===== src/rtl/fetch_unit.sv =====
// rtl/fetch_unit.sv - instruction/operand fetch unit with memory timeout
// Loads IR or OPR from memory at MAR, advances PC, and handles jump/halt commands.
module fetch_unit #(
  parameter int TIMEOUT = 16
) (
  input  logic       clk,
  input  logic       reset,
  input  logic [7:0] state,
  input  logic [3:0] cycle,
  input  logic [7:0] mem_rdata,
  input  logic       mem_ack,
  output logic [7:0] mem_addr,
  output logic       mem_req,
  output logic [7:0] instruction,
  output logic [7:0] operand,
  output logic [7:0] pc,
  output logic       stall,
  output logic       halted,
  output logic       bus_err
);

  localparam logic [7:0] STATE_FETCH_PC   = 8'h01;
  localparam logic [7:0] STATE_FETCH_INST = 8'h02;
  localparam logic [7:0] STATE_JUMP       = 8'h03;
  localparam logic [7:0] STATE_HALT       = 8'h04;
  localparam logic [3:0] T2               = 4'd2;

  localparam int CW = $clog2(TIMEOUT + 1);
  localparam logic [CW-1:0] LAST_WAIT = CW'(TIMEOUT - 1);

  typedef enum logic {IDLE, WAIT} fsm_t;

  fsm_t          fsm;
  logic [7:0]    prev_state;
  logic [CW-1:0] wait_cnt;
  logic          target_ir;
  logic          fetch_start;

  // Edge-detect on FETCH_INST so a held command issues a single fetch.
  assign fetch_start = (fsm == IDLE) && (state == STATE_FETCH_INST) &&
                       (prev_state != STATE_FETCH_INST) && !halted;
  assign stall = !reset && ((fsm == WAIT) || fetch_start);

  always_ff @(posedge clk) begin
    if (reset) begin
      fsm         <= IDLE;
      prev_state  <= 8'h00;
      wait_cnt    <= '0;
      target_ir   <= 1'b0;
      mem_addr    <= 8'h00;
      mem_req     <= 1'b0;
      instruction <= 8'h00;
      operand     <= 8'h00;
      pc          <= 8'h00;
      halted      <= 1'b0;
      bus_err     <= 1'b0;
    end else begin
      prev_state <= state;
      case (fsm)
        IDLE: begin
          if (fetch_start) begin
            target_ir <= (cycle == T2);
            wait_cnt  <= '0;
            mem_req   <= 1'b1;
            fsm       <= WAIT;
          end else if (!halted) begin
            case (state)
              STATE_FETCH_PC: mem_addr <= pc;
              STATE_JUMP:     pc       <= operand;
              STATE_HALT:     halted   <= 1'b1;
              default: ;
            endcase
          end
        end
        WAIT: begin
          // An ack on the final wait cycle wins over the timeout.
          if (mem_ack) begin
            if (target_ir) instruction <= mem_rdata;
            else           operand     <= mem_rdata;
            pc      <= pc + 8'd1;
            mem_req <= 1'b0;
            fsm     <= IDLE;
          end else if (wait_cnt == LAST_WAIT) begin
            if (target_ir) instruction <= 8'h00;
            else           operand     <= 8'h00;
            bus_err <= 1'b1;
            mem_req <= 1'b0;
            fsm     <= IDLE;
          end else begin
            wait_cnt <= wait_cnt + 1'b1;
          end
        end
        default: fsm <= IDLE;
      endcase
    end
  end

endmodule


===== config.mk =====
export PLATFORM = sky130hd
export DESIGN_NAME = fetch_unit
export DESIGN_NICKNAME = d
export VERILOG_FILES = /design/src/rtl/fetch_unit.sv
export SDC_FILE = /design/constraint.sdc
export NUM_CORES = 1
export LEC_CHECK = 0
export ABC_AREA = 1
export CAP_MARGIN = 20
export CORE_MARGIN = 4
export CORE_UTILIZATION = 35
export DETAILED_ROUTE_END_ITERATION = 10
export PLACE_DENSITY_LB_ADDON = 0.25
export SLEW_MARGIN = 20
export SYNTH_ARGS = -nofsm -noshare
export SYNTH_HDL_FRONTEND = slang
export SYNTH_SLANG_ARGS = --single-unit

===== constraint.sdc =====
create_clock -name clk -period 1.95 [get_ports clk]
set_clock_uncertainty 0.1 [all_clocks]
set_input_delay 0.195 -clock clk [delete_from_list [all_inputs] [get_ports clk]]
set_output_delay 0.195 -clock clk [all_outputs]
set_load 0.03 [all_outputs]

==> impl_metrics.py, run 1 <==
metrics = {
    "clock_tree": {
        "cts_hold_buffers": 0,
        "cts.sinks": 50,
        "cts_made_buffers": 5,
        "htree_num_levels": 2,
        "post-cts-setup-buffer-count": 0,
        "clk_pin_slew_ns": 0.09,
        "cts_tree": "yes",
        "clockRootBuffer": "clkbuf_8",
        "clkLatencyLatePin_ns": 0.30,
        "clockBufferDepth": 2,
    },
    "floorplan": {
        "die_y_um": 88.26,
        "pin_count": 59,
        "dieArea_um2": 7790,
        "start_util_pct": 36.99,
        "placementRows": 28,
        "die_w_um": 88.26,
        "core_um2": 6096,
    },
    "grt": {
        "grt_use_total_pct": 14.09,
        "gr-total-overflow": 0,
        "grt_pass1_wl_um": 8694,
        "grt_max_degree": 29,
        "grt_pass1_vias": 1848,
        "antenna_found_initial": 0,
    },
    "pwr": {
        "pwr-share-comb_pct": 7.6,
        "power_frac_seq_pct": 59.1,
        "powerDensity_nw_per_um2": 580.0,
        "netSwitchingFraction_pct": 23.13,
        "p_sw_mw": 0.4052,
        "vdd_drop_max_v": 0.0003027,
        "intPower_mw": 1.347,
        "clock_power_share_pct": 33.3,
        "p_leak_nw": 1.239,
    },
    "logic_synthesis": {
        "ys_warn_count": 0,
        "ys_top_cells_by_area": "dfxtp_1, nor2_1, nand2_1",
        "synth_most_common_cell": "nor2_1",
        "synth_top_area_share_pct": 44.40,
        "syn_area_um2": 2255,
        "netlist-cell-type-count": 32,
        "syn_area_per_cell_um2": 7.721,
        "netlist_instances": 292,
        "syn_nets": 318,
        "ys.flop_type": "dfxtp_1",
        "synth_top_area_cell": "dfxtp_1",
        "synthArstFlopShare_pct": 0,
        "ys_seq_area_share_pct": 44.40,
        "ys_ff_latch": 50,
        "yosys-top-cells-count": "nor2_1, dfxtp_1, nand2_1",
        "synth_edf_count": 0,
    },
    "finish": {
        "ff_latch_area_um2": 1002,
        "area_delta_synth_final_pct": 33.96,
        "nets": 383,
        "post_route_cells_drive_above_1_share_pct": 11.76,
        "antennaDiodeCount": 0,
        "fillCellCount": 597,
        "multi_input_area_um2": 1082,
        "post-route-util_pct": 49.55,
    },
    "critical_path": {
        "worst-path-buf-inv": 1,
        "path_cells": "clkdlybuf4s50_1",
        "cpPeakStageDelay_ns": 0.73,
        "worstPathArrival_ns": 1.50,
        "path_max_fanout": 7,
        "crit_required_ns": 1.65,
        "cp-start-kind": "flop",
        "crit_slowest_cell": "clkdlybuf4s50_1",
        "path_class": "flop to output pin",
        "end_kind": "output pin",
        "cp_top_family": "buffers and inverters",
    },
    "status": {
        "status": "complete, no violations",
    },
    "routing": {
        "viasPerCell": 4.745,
        "post_drt_wl_per_cell_um": 12.28,
        "remaining_drc_errors": 0,
        "vias": 2050,
        "firstDrtPassIters": 4,
        "final_antenna_net_count": 0,
        "drt-initial-drc-count": 75,
        "drt-total-wl_um": 5307,
    },
    "timing": {
        "finalSetupViolations": 0,
        "period_share_pct": 92.23,
        "fin_setup_tns_ns": 0,
        "max_freq_mhz": 556.0,
        "slew_violations": 0,
        "max-slew-margin-rel_pct": 76.50,
        "tightest_slew_ns": 0.3475,
        "hold_viol": 0,
        "period_minus_slack_ns": 1.799,
    },
    "placement": {
        "dp_hpwl_um": 3873,
        "port_buffers": 58,
        "place_congestion": 0.7453,
    },
    "min_path": {
        "min_path_type": "input port to flop",
    },
    "flow_run": {
        "drv_cap": 0,
    },
}
==> repair_timing <==
action	in CTS	in global routing
hold endpoints to repair	0	0
resized for setup	0	1
setup endpoints to repair	0	11
==> state kept, by name, indices dropped and copies added, names as in the netlist <==
name and flops:
halted 1, bus_err 1, operand 8, fsm 1
instruction 8, mem_addr 8, target_ir 1, mem_req 1
pc 8, prev_state 8, wait_cnt 5
==> layout make-up <==
class	instances	area share [%]
clock buffer	6	2.403
inverter	31	4.101
sequential	50	33.18
timing repair buffer	66	21.13
multi-input combinational	203	35.83
clock inverter	1	0.2485
tap	75	3.107
==> stage by stage <==
step / cell area (µm²) / hold slack (ns) / std cells / setup WS, ns / power [mW]
floorplan: 2255 / 0.2020 / 292 / 0.2420 / 1.125
global placement: 2917 / 0.3504 / 423 / 0.1618 / 1.193
detailed placement: 2917 / 0.3568 / 423 / 0.1405 / 1.194
CTS: 2997 / 0.3252 / 430 / 0.1307 / 1.768
global route: 3020 / 0.3284 / 432 / -0.02334 / 1.827
finish: 3020 / 0.3363 / 432 / 0.1514 / 1.752
==> path summary, 6_finish.rpt <==
kind,slack [ns],from,cells after the start,to
max,0.15,pc[0]$_SDFFE_PP0P_,1,pc[0]
min,0.34,state[6],3,prev_state[6]$_SDFF_PP0_
max reg2reg,0.16,wait_cnt[0]$_SDFFE_PP0P_,10,instruction[3]$_SDFFE_PP0P_
min reg2reg,0.35,wait_cnt[0]$_SDFFE_PP0P_,1,wait_cnt[0]$_SDFFE_PP0P_
==> worst min-delay path, cell delays in order <==
cell and delay, ns:
clkdlybuf4s50_1 0.41, inv_1 0.06, nor2_1 0.03
==> metal layers <==
layer	routed length [µm]	track usage (%)	share of wire, %	vias to the layer above
li1	-	-	-	1077
met5	0	0	0	-
met2	2424	22.57	46	46
met1	2524	18.73	48	919
met3	294	3.538	5.5	8
met4	63	4.396	1.2	0
==> kinds of logic (layout without fill, tap and decap cells) <==
logic type      Yosys count  count (layout)  share of synthesized area [%]
simple gates            133             135                          29.41
compound gates           64              64                          15.54
xor+xnor                  1               1                         0.3885
fa+ha+maj                 3               3                          1.665
flops                    50              50                          44.40
buf+inv                  41             104                          8.602
==> power groups by stage <==
stage / Sequential (mW) / Clock, mW / Combinational [mW]
3_5_place_dp: 1.06 / 0 / 0.135
2_1_floorplan: 1.06 / 0 / 0.0616
4_1_cts: 1.04 / 0.597 / 0.135
3_3_place_gp: 1.06 / 0 / 0.134
6_report: 1.04 / 0.583 / 0.133
5_1_grt: 1.04 / 0.642 / 0.148
==> placed cells by master (no fill, tap or decap), types with 2 or more instances in the layout <==
cell,netlist,routed
nand2_4,2,2
clkdlybuf4s50_1,0,57
o21ai_1,19,19
inv_1,24,24
clkbuf_8,0,5
buf_4,0,9
dfxtp_1,50,49
a21oi_2,2,2
inv_2,5,5
ha_1,3,3
nor3b_1,2,2
o21ai_0,10,10
nand2_2,3,3
nand3_1,9,9
nor2_1,56,56
a21oi_1,24,24
nor2_8,2,2
nor2_4,3,5
nand4_1,4,4
o21bai_1,8,8
nand2_1,45,45
No activity file was read; power rests on OpenSTA's default activity.
==> run 2: changes to the inputs <==
Settings changed: GPL_ROUTABILITY_DRIVEN from default to 0, SLEW_MARGIN 20 to default.
==> results of run 2 <==
The final DEF is identical to that of run 1; final timing and power are the same.
==> run 3: changes to the inputs <==
Settings changed: HOLD_SLACK_MARGIN from default to 0.15.
==> results of run 3 <==
The final DEF is identical to that of run 1; final timing and power are the same.
